<file path="src/rtl/bridge_arbiter_if.sv">
// -----------------------------------------------------------------------------
// bridge_arbiter_if
// Groups every signal of the arbiter except clk/rst: the requester side
// (hold-until-response handshake) and the shared DRAM bridge channel.
//   slave  : the arbiter's view (samples requests and bridge completions,
//            drives responses and bridge commands)
//   master : the environment's view (requesters plus the bridge)
// Requester fields are flattened: requester i lives at [i*W +: W].
// -----------------------------------------------------------------------------
interface bridge_arbiter_if #(
    parameter int NUM_REQ = 2,
    parameter int ADDR_W  = 8,
    parameter int DATA_W  = 64
);
    // requester side
    logic [NUM_REQ-1:0]        req_valid;
    logic [NUM_REQ-1:0]        req_r_wb;
    logic [NUM_REQ*ADDR_W-1:0] req_addr;
    logic [NUM_REQ*DATA_W-1:0] req_wdata;
    logic [NUM_REQ-1:0]        req_lock;
    logic [NUM_REQ-1:0]        rsp_valid;
    logic [DATA_W-1:0]         rsp_data;
    logic                      rsp_err;
    logic [1:0]                grant_id;
    logic                      busy;
    // bridge side
    logic [ADDR_W-1:0]         C_addr;
    logic [DATA_W-1:0]         C_data_w;
    logic                      C_in_valid;
    logic                      C_r_wb;
    logic                      C_out_valid;
    logic [DATA_W-1:0]         C_data_r;

    modport slave (
        input  req_valid, req_r_wb, req_addr, req_wdata, req_lock,
        input  C_out_valid, C_data_r,
        output rsp_valid, rsp_data, rsp_err, grant_id, busy,
        output C_addr, C_data_w, C_in_valid, C_r_wb
    );

    modport master (
        output req_valid, req_r_wb, req_addr, req_wdata, req_lock,
        output C_out_valid, C_data_r,
        input  rsp_valid, rsp_data, rsp_err, grant_id, busy,
        input  C_addr, C_data_w, C_in_valid, C_r_wb
    );
endinterface

</file>
<file path="src/rtl/bridge_arbiter.sv">
// -----------------------------------------------------------------------------
// bridge_arbiter
// Shares one DRAM bridge channel between NUM_REQ (2..4) requesters. One
// transaction at a time, round-robin, single outstanding bridge command.
// A watchdog turns a missing bridge completion into an error response.
//
// Ports:
//   clk   : clock
//   rst   : synchronous active-high reset
//   bus   : bridge_arbiter_if.slave
//           req_valid/req_r_wb/req_addr/req_wdata/req_lock  (requesters in)
//           rsp_valid/rsp_data/rsp_err/grant_id/busy        (requesters out)
//           C_addr/C_data_w/C_in_valid/C_r_wb               (bridge out)
//           C_out_valid/C_data_r                            (bridge in)
//
// Optional feature macro: ARB_LOCK_EN
//   defined   : req_lock[grant_id] high at RESP (no timeout) keeps ownership
//               with the served requester for following transactions.
//   undefined : req_lock is ignored, pure round-robin.
// -----------------------------------------------------------------------------
module bridge_arbiter #(
    parameter int NUM_REQ = 2,
    parameter int ADDR_W  = 8,
    parameter int DATA_W  = 64,
    parameter int TIMEOUT = 1023
) (
    input  logic             clk,
    input  logic             rst,
    bridge_arbiter_if.slave  bus
);
    localparam int TW = (TIMEOUT < 2) ? 1 : $clog2(TIMEOUT + 1);

    localparam logic [1:0] S_IDLE  = 2'd0;
    localparam logic [1:0] S_ISSUE = 2'd1;
    localparam logic [1:0] S_WAIT  = 2'd2;
    localparam logic [1:0] S_RESP  = 2'd3;

    logic [1:0]        state_q, state_d;
    logic [1:0]        ptr_q, ptr_d;
    logic [1:0]        grant_q, grant_d;
    logic [ADDR_W-1:0] addr_q, addr_d;
    logic [DATA_W-1:0] wdata_q, wdata_d;
    logic              rwb_q, rwb_d;
    logic [DATA_W-1:0] rdata_q, rdata_d;
    logic              err_q, err_d;
    logic [TW-1:0]     timer_q, timer_d;

    // Requester fields widened to a fixed 4 slots so a 2-bit id indexes
    // them exactly whatever NUM_REQ is; unused slots read as idle.
    logic [3:0]        valid4, rwb4;
    logic [ADDR_W-1:0] addr_a  [4];
    logic [DATA_W-1:0] wdata_a [4];

    for (genvar i = 0; i < 4; i++) begin : g_slot
        if (i < NUM_REQ) begin : g_on
            assign valid4[i]  = bus.req_valid[i];
            assign rwb4[i]    = bus.req_r_wb[i];
            assign addr_a[i]  = bus.req_addr[i*ADDR_W +: ADDR_W];
            assign wdata_a[i] = bus.req_wdata[i*DATA_W +: DATA_W];
        end else begin : g_off
            assign valid4[i]  = 1'b0;
            assign rwb4[i]    = 1'b0;
            assign addr_a[i]  = '0;
            assign wdata_a[i] = '0;
        end
    end

    // Round-robin scan: first requesting slot after the last served one.
    logic       rr_found;
    logic [1:0] rr_id, scan_idx;
    always_comb begin
        rr_found = 1'b0;
        rr_id    = ptr_q;
        scan_idx = ptr_q;
        for (int k = 1; k <= NUM_REQ; k++) begin
            scan_idx = 2'((int'(ptr_q) + k) % NUM_REQ);
            if (!rr_found && valid4[scan_idx]) begin
                rr_found = 1'b1;
                rr_id    = scan_idx;
            end
        end
    end

    logic       win_found;
    logic [1:0] win_id;

`ifdef ARB_LOCK_EN
    logic       locked_q;
    logic [1:0] owner_q;
    logic [3:0] lock4;

    for (genvar i = 0; i < 4; i++) begin : g_lock
        if (i < NUM_REQ) begin : g_on
            assign lock4[i] = bus.req_lock[i];
        end else begin : g_off
            assign lock4[i] = 1'b0;
        end
    end

    // While locked only the owner may win; everybody else waits.
    always_comb begin
        win_found = rr_found;
        win_id    = rr_id;
        if (locked_q) begin
            win_found = valid4[owner_q];
            win_id    = owner_q;
        end
    end

    // A timed-out transaction always drops the lock so a dead bridge
    // cannot starve the other requesters forever.
    always_ff @(posedge clk) begin
        if (rst) begin
            locked_q <= 1'b0;
            owner_q  <= '0;
        end else if (state_q == S_RESP) begin
            if (!err_q && lock4[grant_q]) begin
                locked_q <= 1'b1;
                owner_q  <= grant_q;
            end else begin
                locked_q <= 1'b0;
            end
        end
    end
`else
    always_comb begin
        win_found = rr_found;
        win_id    = rr_id;
    end
`endif

    always_comb begin
        state_d = state_q;
        ptr_d   = ptr_q;
        grant_d = grant_q;
        addr_d  = addr_q;
        wdata_d = wdata_q;
        rwb_d   = rwb_q;
        rdata_d = rdata_q;
        err_d   = err_q;
        timer_d = timer_q;
        case (state_q)
            S_IDLE: begin
                if (win_found) begin
                    grant_d = win_id;
                    addr_d  = addr_a[win_id];
                    rwb_d   = rwb4[win_id];
                    wdata_d = rwb4[win_id] ? '0 : wdata_a[win_id];
                    state_d = S_ISSUE;
                end
            end
            S_ISSUE: begin
                timer_d = '0;
                state_d = S_WAIT;
            end
            S_WAIT: begin
                if (bus.C_out_valid) begin
                    rdata_d = rwb_q ? bus.C_data_r : '0;
                    err_d   = 1'b0;
                    state_d = S_RESP;
                end else if (timer_q == TW'(TIMEOUT - 1)) begin
                    // TIMEOUT cycles spent in WAIT without a completion
                    rdata_d = '0;
                    err_d   = 1'b1;
                    state_d = S_RESP;
                end else begin
                    timer_d = timer_q + 1'b1;
                end
            end
            S_RESP: begin
                ptr_d   = grant_q;
                state_d = S_IDLE;
            end
            default: state_d = S_IDLE;
        endcase
    end

    always_ff @(posedge clk) begin
        if (rst) begin
            state_q <= S_IDLE;
            ptr_q   <= 2'(NUM_REQ - 1);
            grant_q <= '0;
            addr_q  <= '0;
            wdata_q <= '0;
            rwb_q   <= 1'b0;
            rdata_q <= '0;
            err_q   <= 1'b0;
            timer_q <= '0;
        end else begin
            state_q <= state_d;
            ptr_q   <= ptr_d;
            grant_q <= grant_d;
            addr_q  <= addr_d;
            wdata_q <= wdata_d;
            rwb_q   <= rwb_d;
            rdata_q <= rdata_d;
            err_q   <= err_d;
            timer_q <= timer_d;
        end
    end

    assign bus.busy       = (state_q != S_IDLE);
    assign bus.C_in_valid = (state_q == S_ISSUE);
    assign bus.rsp_valid  = (state_q == S_RESP) ? NUM_REQ'(4'b0001 << grant_q) : '0;
    assign bus.rsp_data   = rdata_q;
    assign bus.rsp_err    = err_q;
    assign bus.grant_id   = grant_q;
    assign bus.C_addr     = addr_q;
    assign bus.C_data_w   = wdata_q;
    assign bus.C_r_wb     = rwb_q;

endmodule

</file>
<file path="src/flat_wrapper.sv">
// flat-port wrapper written by rule: the top's interface ports become plain ports
module bridge_arbiter_flat 
#(
    parameter int NUM_REQ = 2,
    parameter int ADDR_W  = 8,
    parameter int DATA_W  = 64,
    parameter int TIMEOUT = 1023
)
  (clk, rst, bus_req_valid, bus_req_r_wb, bus_req_addr, bus_req_wdata, bus_req_lock, bus_C_out_valid, bus_C_data_r, bus_rsp_valid, bus_rsp_data, bus_rsp_err, bus_grant_id, bus_busy, bus_C_addr, bus_C_data_w, bus_C_in_valid, bus_C_r_wb);
  bridge_arbiter_if #(.NUM_REQ(NUM_REQ), .ADDR_W(ADDR_W), .DATA_W(DATA_W)) bus_i ();
  input  logic clk;
  input  logic rst;
  input wire logic [$bits(bus_i.req_valid)-1:0] bus_req_valid;
  input wire logic [$bits(bus_i.req_r_wb)-1:0] bus_req_r_wb;
  input wire logic [$bits(bus_i.req_addr)-1:0] bus_req_addr;
  input wire logic [$bits(bus_i.req_wdata)-1:0] bus_req_wdata;
  input wire logic [$bits(bus_i.req_lock)-1:0] bus_req_lock;
  input wire logic [$bits(bus_i.C_out_valid)-1:0] bus_C_out_valid;
  input wire logic [$bits(bus_i.C_data_r)-1:0] bus_C_data_r;
  output wire logic [$bits(bus_i.rsp_valid)-1:0] bus_rsp_valid;
  output wire logic [$bits(bus_i.rsp_data)-1:0] bus_rsp_data;
  output wire logic [$bits(bus_i.rsp_err)-1:0] bus_rsp_err;
  output wire logic [$bits(bus_i.grant_id)-1:0] bus_grant_id;
  output wire logic [$bits(bus_i.busy)-1:0] bus_busy;
  output wire logic [$bits(bus_i.C_addr)-1:0] bus_C_addr;
  output wire logic [$bits(bus_i.C_data_w)-1:0] bus_C_data_w;
  output wire logic [$bits(bus_i.C_in_valid)-1:0] bus_C_in_valid;
  output wire logic [$bits(bus_i.C_r_wb)-1:0] bus_C_r_wb;
  assign bus_i.req_valid = bus_req_valid;
  assign bus_i.req_r_wb = bus_req_r_wb;
  assign bus_i.req_addr = bus_req_addr;
  assign bus_i.req_wdata = bus_req_wdata;
  assign bus_i.req_lock = bus_req_lock;
  assign bus_i.C_out_valid = bus_C_out_valid;
  assign bus_i.C_data_r = bus_C_data_r;
  assign bus_rsp_valid = bus_i.rsp_valid;
  assign bus_rsp_data = bus_i.rsp_data;
  assign bus_rsp_err = bus_i.rsp_err;
  assign bus_grant_id = bus_i.grant_id;
  assign bus_busy = bus_i.busy;
  assign bus_C_addr = bus_i.C_addr;
  assign bus_C_data_w = bus_i.C_data_w;
  assign bus_C_in_valid = bus_i.C_in_valid;
  assign bus_C_r_wb = bus_i.C_r_wb;
  bridge_arbiter #(.NUM_REQ(NUM_REQ), .ADDR_W(ADDR_W), .DATA_W(DATA_W), .TIMEOUT(TIMEOUT)) u_core (.clk(clk), .rst(rst), .bus(bus_i));
endmodule
</file>
<file path="config.mk">
export PLATFORM = sky130hd
export DESIGN_NAME = bridge_arbiter_flat
export DESIGN_NICKNAME = d
export VERILOG_FILES = /design/src/rtl/bridge_arbiter_if.sv /design/src/rtl/bridge_arbiter.sv /design/src/flat_wrapper.sv
export SDC_FILE = /design/constraint.sdc
export NUM_CORES = 1
export LEC_CHECK = 0
export BUFFER_PORTS_ARGS = -buffer_cell sky130_fd_sc_hd__buf_2
export CORE_ASPECT_RATIO = 1.2
export CORE_MARGIN = 10
export CORE_UTILIZATION = 45
export DETAILED_ROUTE_END_ITERATION = 12
export GPL_TIMING_DRIVEN = 1
export PLACE_DENSITY = 0.79
export SLEW_MARGIN = 20
export SYNTH_ARGS = -nofsm -noshare
export SYNTH_HDL_FRONTEND = slang
export SYNTH_SLANG_ARGS = --single-unit
export TNS_END_PERCENT = 50
</file>
<file path="constraint.sdc">
create_clock -name clk -period 2.2 [get_ports clk]
set_input_delay 0.44 -clock clk [delete_from_list [all_inputs] [get_ports clk]]
set_output_delay 0.44 -clock clk [all_outputs]
set_load 0.01 [all_outputs]
</file>
==> results.md, run 1 <==
- Status: finished clean
- DRT antenna net count: 0
- Reg2Reg Launch Point: u_core.state_q[0]
- Mux contribution to synthesized area: 0.00576
- Hold Vio Cnt, Final: 0
- Starting Density: 0.461
- Ports: between 300 and 400
- Synth area leaders: dfxtp_1, o221ai_1, a22o_1
- Fin crit share: 0.892
- Vias per cell: 5.64
- Max Cap Violations: 0
- Total length of routed wires: 25.3 mm
- Share of layout cells above drive strength 1: 0.397
- Worst setup SP type: register
- Post-synth EDFFs: 0
- Layout Skew: 0.0120 ns
- Hold EP: u_core.bus.rsp_data[60]
- Worst reg2reg path depth: 5
- Clock sink total: between 150 and 200
- Post-Synthesis Cell Area: 0.00696 sq mm
- RSZ-0062 raised after global routing: false
- Mapped Cells: 753
- Synth warn: 0
- Sequential-to-total area share from yosys stat: 0.440
- Post-CTS resize count: 0
- Yosys reg bits: 153
- CTS tree: built
- DIE HEIGHT: 156 um
- DIE AREA: 0.0208 sq mm
- CTS Buf Count: 17
- Fin. max-slew vios: 0
- DP HPWL: about 18 mm
- Fill count: roughly 1.3k
- HP Start: bus_C_data_r[60]
- Post-Synth Simple-Gate Area: 0.144
- Max IR drop VDD: 0.679 mV
- FMAX: 0.510 GHz
- CP Capture Type: register
- Final weighted congestion in routability-driven placement: 0.836
- Cells on Worst Hold Path: 2
- First DRT Iteration DRCs: about 460
- Net count reported at finish: 1283
- Top-count cell post-synth: dfxtp_1
- Worst EP arrival: 2.33 ns
- First-pass GRT wire length: 38.6 mm
- Top post-synthesis cells by count: dfxtp_1, nand2_1, a21oi_1, and3_1
- Multi-input logic area: ~0.0034 sq mm
- Total track usage: 0.228
- Root Buffer: clkbuf_16
- Area grow syn2layout: 34.7%
- LEAKAGE: around 0.0044 uW
- Clock latency on the worst-skew pair: 0.42 ns
- Storage cell area: 0.00306 sq mm
- Post-Syn Nets: around 1000
- Wirelength per Cell: 19.8 um
- Row Count: 49
- Synth top area share: 0.440
- Slew at the pin closest to its max-slew limit: approximately 0.66 ns
- Clock transition at path regs: 0.06 ns
- Drc violations: 0
- Largest area contributor in the netlist: dfxtp_1
- Hold Crit Class: primary input to register
- Required time worst endpoint: 2.56 ns
- Grt ovf: 0
- R2r setup slk: 0.24 ns
- I/O Buffers: 358
- Postcts setup bufs: 0
- Vias: 7206
- Crit path time final: 1.96 ns
- XOR/XNOR share of the synthesized area: 0
- Core Region: 0.0151 sq mm
- H-tree lvl count: 4
- Synth Area in Adders: 0.0126
- Post-synth cell types: 52
- Post-Syn Area per Cell: 9.24 sq um
- Critical path class: register to register
- Power, Total: 8740 uW
- Synth Area in Compound Gates: 0.323
- DRT Pass-1 Iters: 4
- Max-slew headroom: 0.559
- Vias in the first global route: 7055
- Ys flop type: dfxtp_1
- Post-CTS Hold Buffers: 0
- Async SR Flop Fraction: 0
- Final-report setup violation count: 0
- Power Density: about 930 mW/mm^2
- Clk buf depth: 2
- DIE WIDTH: between 100 and 150 um
- Largest net degree at the start of global routing: 127
- Final setup TNS: 0 ns
- Max FO, Critical Path: 64
- Antenna violations before repair: 2
- Worst R2R End: u_core.bus.rsp_data[39]
- Largest family of logic cells by synthesized area: compound AO/OA/AOI/OAI gates
[cell usage in the layout, fill, tap and decap left out, drive strengths merged, types with 15 or more instances in the layout]
cell type / netlist / routed
dfxtp: 153 / 153
a22o: 64 / 64
nand3: 15 / 15
o221ai: 64 / 64
nand2: 86 / 86
and3: 65 / 65
clkbuf: 60 / 18
a21boi: 64 / 64
buf: 28 / 375
a21oi: 74 / 74
[worst max-delay path, cell delays in order, from the launching register on]
cell and delay [ns]:
dfxtp_1 0.34, inv_1 0.11, ha_1 0.37, and4_2 0.28, buf_4 0.52, a22o_1 0.26
[metal layers]
layer,global-route usage,wire length [um]
met4,0.107,896
met5,0,7
met1,0.262,10100
met3,0.0925,2490
met2,0.361,11800
[where the power goes]
part	leakage, uW	switching, uW	internal (uW)
clock network	0.000288	1240	1730
logic	0.00289	1570	987
registers	0.00124	158	3060
total	0.00442	2960	5780
[cells by family (layout without fill, tap and decap cells)]
kind of cell | after synthesis | count (layout)
AO/OA/AOI/OAI | 297 | 297
adder cells (fa/ha/maj) | 7 | 7
buffers and inverters | 94 | 413
flip-flops | 153 | 153
multiplexers | 4 | 4
other | 0 | 1
AND/OR/NAND/NOR | 198 | 198
[worst max-delay path by stage]
stage | startpoint | endpoint | slack (ns) | depth (start not counted)
after CTS | u_core.state_q[0] | u_core.bus.rsp_data[48] | 0.25 | 5
final | u_core.state_q[0] | u_core.bus.rsp_data[39] | 0.24 | 5
after floorplan | u_core.timer_q[0] | u_core.bus.rsp_data[0] | 0.33 | 8
after detailed placement | u_core.state_q[0] | u_core.bus.rsp_data[48] | 0.26 | 5
after global routing | u_core.state_q[0] | u_core.bus.rsp_data[34] | 0.11 | 5
after global placement | u_core.state_q[0] | u_core.bus.rsp_data[16] | 0.30 | 5
[flip-flops by register name (all words and copies together) (netlist names)]
register             flops
u_core.bus.C_addr        8
u_core.bus.C_data_w     64
u_core.bus.C_r_wb        1
u_core.bus.grant_id      2
u_core.bus.rsp_data     64
u_core.bus.rsp_err       1
u_core.ptr_q             1
u_core.state_q           2
u_core.timer_q          10
[metrics by stage]
stage	instances	utilization	hold WS (ns)	cell area (sq um)	worst slack, ns
detailed placement	1244	0.581	0.442	8760	0.263
finish	1277	0.621	0.231	9370	0.237
CTS	1276	0.621	0.213	9360	0.252
global placement	1244	0.581	0.435	8760	0.304
global route	1277	0.621	0.213	9370	0.111
floorplan	753	-	0.452	6960	0.329
[final cells by class]
cell class | instances | area share
multi-input cells | 506 | 0.365
flip-flops and latches | 153 | 0.327
repair buffers | 375 | 0.214
clock buffers | 18 | 0.0469
well taps | 204 | 0.0273
clock inverters | 14 | 0.0174
inverters | 6 | 0.00240
diodes | 1 | 0.000267
Power figures use the tool's default switching activity.
==> run 2: changes to the inputs <==
Settings changed: PLACE_DENSITY 0.79 to 0.8, RECOVER_POWER set to 100.
==> results.md, run 2 (synthesis gave the netlist of run 1 again) <==
- Max-slew headroom: 0.461
- GR Layer Usage met2: 0.355
- Row Count: 49
- Wirelength per Cell: about 20 um
- Met3 Usage GRT: 0.0934
- Crit path to: u_core.bus.rsp_data[18]
- DIE AREA: 0.0208 sq mm
- DIE WIDTH: 133 um
- Crit path launch: u_core.timer_q[0]
- Most frequent cells in the layout: buf_2, dfxtp_1, clkbuf_1, nand2_1, a21oi_1
- First-pass GRT wire length: around 38 mm
- DRT antenna net count: 0
- Max IR drop VDD: 0.542 mV
- Crit path time final: approximately 2.0 ns
- Root Buffer: clkbuf_16
- Hold Vio Cnt, Final: 0
- Max Cap Violations: 0
- Status: finished clean
- Antenna violations before repair: 6
- DIE HEIGHT: 156 um
- Clock latency on the worst-skew pair: 0.42 ns
- Starting Density: 0.461
- Power Density: 934 mW/mm^2
- Postcts setup bufs: 0
- Final setup TNS: 0 ns
- Post-CTS resize count: 0
- First DRT Iteration DRCs: around 360
- Area grow syn2layout: 31.4%
- Required time worst endpoint: 2.56 ns
- Clk buf depth: 2
- Worst reg2reg path depth: 7
- Final-report setup violation count: 0
- Drc violations: 0
- Global route hottest layer: met2
- DRT Pass-1 Iters: 5
- Hold Crit Class: primary input to register
- CP top delay family: compound AO/OA/AOI/OAI gates
- Total length of routed wires: around 25 mm
- Multi-input logic area: about 0.0034 sq mm
- Worst-path cell chain: inv_1 > ha_1 > and4_1 > a31o_4 > a21oi_4 > buf_12 > a22o_2
- Met1 usage: 0.259
- I/O Buffers: 358
- Worst setup SP type: register
- WP buf/inv: 2
- Clock sink total: 153
- Design Area, Final: 0.00914 sq mm
- R2r setup slk: 0.23 ns
- Crit path max-delay cell type: dfxtp_1
- Vias in the first global route: 6993
- Fin. max-slew vios: 0
- Vias per cell: 5.60
- Placed cell area: 0.00874 sq mm
- Clock transition at path regs: ~0.06 ns
- Commonest non-fill, non-tap cell in the layout: buf_2
- Crit path largest cell delay: 0.39 ns
- CTS tree: built
- Post-CTS Hold Buffers: 0
- Worst R2R End: u_core.bus.rsp_data[18]
- Net count reported at finish: 1282
- Fin crit share: 0.896
- Vias: 7151
- CP Capture Type: register
- Ports: 361
- Storage cell area: 0.00306 sq mm
- LEAKAGE: 0.00377 uW
- Total track usage: 0.226
- DP HPWL: 18.5 mm
- Max FO, Critical Path: 64
- FMAX: approximately 0.5 GHz
- Slew at the pin closest to its max-slew limit: a little over 0.8 ns
- Layout Skew: 0.00737 ns
- Share of layout cells above drive strength 1: 0.260
- Largest net degree at the start of global routing: 84
- Final weighted congestion in routability-driven placement: a little over 0.8
- Grt ovf: 0
- Fill count: 1453
- Worst EP arrival: 2.33 ns
- H-tree lvl count: 4
- Reg2Reg Launch Point: u_core.timer_q[0]
- RSZ-0062 raised after global routing: false
- CTS Buf Count: 17
- Number of cells on the critical path: 7
- Critical path class: register to register
- Core Region: ~0.015 sq mm
[run 2: cell count changes in the layout (fill, tap and decap cells not counted), moves of 2 or more]
| cell | delta |
|---|---|
| buf_12 | -2 |
| clkbuf_1 | +145 |
| buf_2 | -144 |
| diode_2 | +2 |
| clkinvlp_4 | +2 |
[run 2: metrics by stage]
| stage | util | instances | total power, uW | hold WS (ns) | setup slack, ns |
|---|---|---|---|---|---|
| 3_3_place_gp | 0.580 | 1243 | 5760 | 0.436 | 0.247 |
| 4_1_cts | 0.619 | 1275 | 8740 | 0.221 | 0.241 |
| 3_5_place_dp | 0.580 | 1243 | 5800 | 0.442 | 0.212 |
| 5_1_grt | 0.606 | 1278 | 9000 | 0.225 | 0.0885 |
| 2_1_floorplan | - | 753 | 4850 | 0.452 | 0.329 |
| 6_report | 0.606 | 1278 | 8540 | 0.241 | 0.230 |
[run 2: worst min-delay path by stage]
stage	depth (start not counted)	slack, ns	to	start
3_3_place_gp	2	0.44	u_core.bus.C_data_w[1]	u_core.bus.C_data_w[1]
6_report	2	0.24	u_core.bus.rsp_data[63]	bus_C_data_r[63]
4_1_cts	2	0.22	u_core.bus.rsp_data[9]	bus_C_data_r[9]
5_1_grt	2	0.23	u_core.bus.rsp_data[9]	bus_C_data_r[9]
2_1_floorplan	2	0.45	u_core.timer_q[7]	u_core.timer_q[7]
3_5_place_dp	2	0.44	u_core.bus.C_data_w[25]	u_core.bus.C_data_w[25]
[run 2: where the power goes]
part / switching [uW] / internal [uW]
logic: 1550 / 851
clock network: 1220 / 1700
registers: 162 / 3060
total: 2930 / 5610
[run 2: cell type report]
cell class	instances	area share
repair buffers	374	0.196
clock inverters	14	0.0177
well taps	204	0.0279
flip-flops and latches	153	0.335
inverters	6	0.00246
multi-input cells	506	0.373
diodes	3	0.000822
clock buffers	18	0.0470
[run 2: layer usage]
layer	part of all wire	vias up
li1	-	3455
met1	0.40	3287
met2	0.47	344
met3	0.10	61
met4	0.036	4
met5	0.0011	-
==> run 3: changes to the inputs <==
Settings changed: CELL_PAD_IN_SITES_DETAIL_PLACEMENT set to 1, CELL_PAD_IN_SITES_GLOBAL_PLACEMENT set to 1, CORE_UTILIZATION 45 to 32, GPL_TIMING_DRIVEN 1 to 0, PLACE_DENSITY 0.8 to 0.86.
==> results.md, run 3 (synthesis gave the netlist of run 1 again) <==
- Largest net degree at the start of global routing: 17
- Post-CTS Hold Buffers: 0
- Max FO, Critical Path: 10
- Clock transition at path regs: around 0.070 ns
- Root Buffer: clkbuf_16
- Required time worst endpoint: 2.56 ns
- Crit path max-delay cell type: a21oi_4
- Antenna violations before repair: 8
- Hold Vio Cnt, Final: 0
- Worst setup SP type: register
- Hold Crit Class: primary input to register
- Postcts setup bufs: 0
- Ports: 361
- Placed Cells: 1385
- Design Area, Final: 0.00955 sq mm
- Row Count: between 50 and 60
- Most frequent cells in the layout: buf_2, clkbuf_1, dfxtp_1, nand2_1, a21oi_1
- DIE WIDTH: 155 um
- Max-slew headroom: 0.521
- Max layer used: met5
- DR WL met2: 16.1 mm
- WP buf/inv: 3
- Vias in the first global route: 8023
- Max IR drop VDD: slightly below 0.5 mV
- Grt ovf: 0
- Final weighted congestion in routability-driven placement: roughly 0.8
- FMAX: 0.483 GHz
- LEAKAGE: 0.00395 uW
- Crit path time final: 2.07 ns
- First DRT Iteration DRCs: 271
- CTS Buf Count: 17
- Core Region: 0.0216 sq mm
- Slew at the pin closest to its max-slew limit: about 0.72 ns
- H-tree lvl count: 4
- Clock latency on the worst-skew pair: 0.43 ns
- Clk buf depth: 2
- Critical path class: register to register
- CP Capture Type: register
- Worst-path cell chain: inv_1 > ha_2 > and4_4 > buf_6 > a31o_4 > a21oi_4 > buf_8 > a22o_1
- First-pass GRT wire length: 47.8 mm
- Setup ws final: between 0.1 and 0.15 ns
- Net count reported at finish: approximately 1.4k
- Power Density: 943 mW/mm^2
- Worst EP arrival: 2.43 ns
- RSZ-0062 raised after global routing: false
- Total track usage: 0.213
- Area grow syn2layout: 37.3%
- Fin. max-slew vios: 0
- DP Worst Slack: -0.280 ns
- CTS tree: built
- Crit path largest cell delay: 0.46 ns
- DRT antenna net count: 0
- DIE AREA: 0.0281 sq mm
- DP HPWL: 25.1 mm
- DRT met1 WL: 12.4 mm
- Clock sink total: between 150 and 200
- DRT Pass-1 Iters: 4
- Max Cap Violations: 0
- Total length of routed wires: about 32 mm
- Fill count: 2725
- Starting Density: 0.323
- Non-Filler Instances: around 1.4k
- Drc violations: 0
- Fin crit share: 0.941
- Status: finished clean
- Share of layout cells above drive strength 1: 0.259
- DIE HEIGHT: about 180 um
- Core Util, Final: 0.443
- CP top delay family: compound AO/OA/AOI/OAI gates
- Met3 wire len: 2.63 mm
- Wirelength per Cell: 22.3 um
- Layout Skew: 0.0136 ns
- Commonest non-fill, non-tap cell in the layout: buf_2
- Final-report setup violation count: 0
- Placed cell area: just over 0.009 sq mm
- I/O Buffers: 358
- Vias per cell: 5.34
- Vias: 7592
[run 3: layer usage]
layer	GRT usage	up-vias
li1	-	3596
met1	0.227	3665
met2	0.382	288
met3	0.0787	39
met4	0.0628	4
met5	0	-
[run 3: power by group]
group	internal (uW)	total [uW]	switching [uW]
clock network	1730	3100	1370
registers	3060	3230	174
logic	926	2670	1750
total	5710	9000	3290
[run 3: final cells by class]
| type | count | area [sq um] | area share |
|---|---|---|---|
| Multi-Input combinational cell | 506 | 3370 | 0.353 |
| Inverter | 6 | 22.5 | 0.00236 |
| Sequential cell | 153 | 3070 | 0.321 |
| Antenna cell | 4 | 10.0 | 0.00105 |
| Buffer | 88 | 513 | 0.0537 |
| Clock inverter | 14 | 178 | 0.0186 |
| Timing Repair Buffer | 358 | 1610 | 0.169 |
| Tap cell | 274 | 343 | 0.0359 |
| Clock buffer | 18 | 429 | 0.0449 |
[run 3: worst reg2reg max path, delay by kind of cell, from the launching register on]
family                     cells  cell delay [ns]
and+or+nand+nor                1             0.19
DFF                            1             0.37
buffers and inverters          3             0.40
adders and majority gates      1             0.20
AOI/OAI and AO/OA              3             0.84
[run 3: metrics by stage]
| stage | hold WS [ns] | setup TNS, ns | total power (uW) |
|---|---|---|---|
| after floorplan | 0.452 | 0 | 4850 |
| after global placement | 0.435 | -10.23 | 5960 |
| after detailed placement | 0.440 | -11.76 | 6030 |
| after CTS | 0.212 | 0 | 9160 |
| after global routing | 0.215 | 0 | 9510 |
| final | 0.231 | 0 | 9000 |
[run 3: timing repair]
item | CTS | global route
cloned | 0 | 0
pin swaps | 1 | 0
resized for setup | 3 | 18
setup endpoints to repair | 47 | 106
[run 3: path summary, 6_finish.rpt]
| kind | from | to | slack (ns) | cells past startpoint |
|---|---|---|---|---|
| worst max-delay path | u_core.timer_q[0] | u_core.bus.rsp_data[56] | 0.13 | 8 |
| worst min register to register | u_core.bus.C_data_w[3] | u_core.bus.C_data_w[3] | 0.45 | 2 |
| worst min-delay path | bus_C_data_r[14] | u_core.bus.rsp_data[14] | 0.23 | 2 |
| worst max register to register | u_core.timer_q[0] | u_core.bus.rsp_data[56] | 0.13 | 8 |
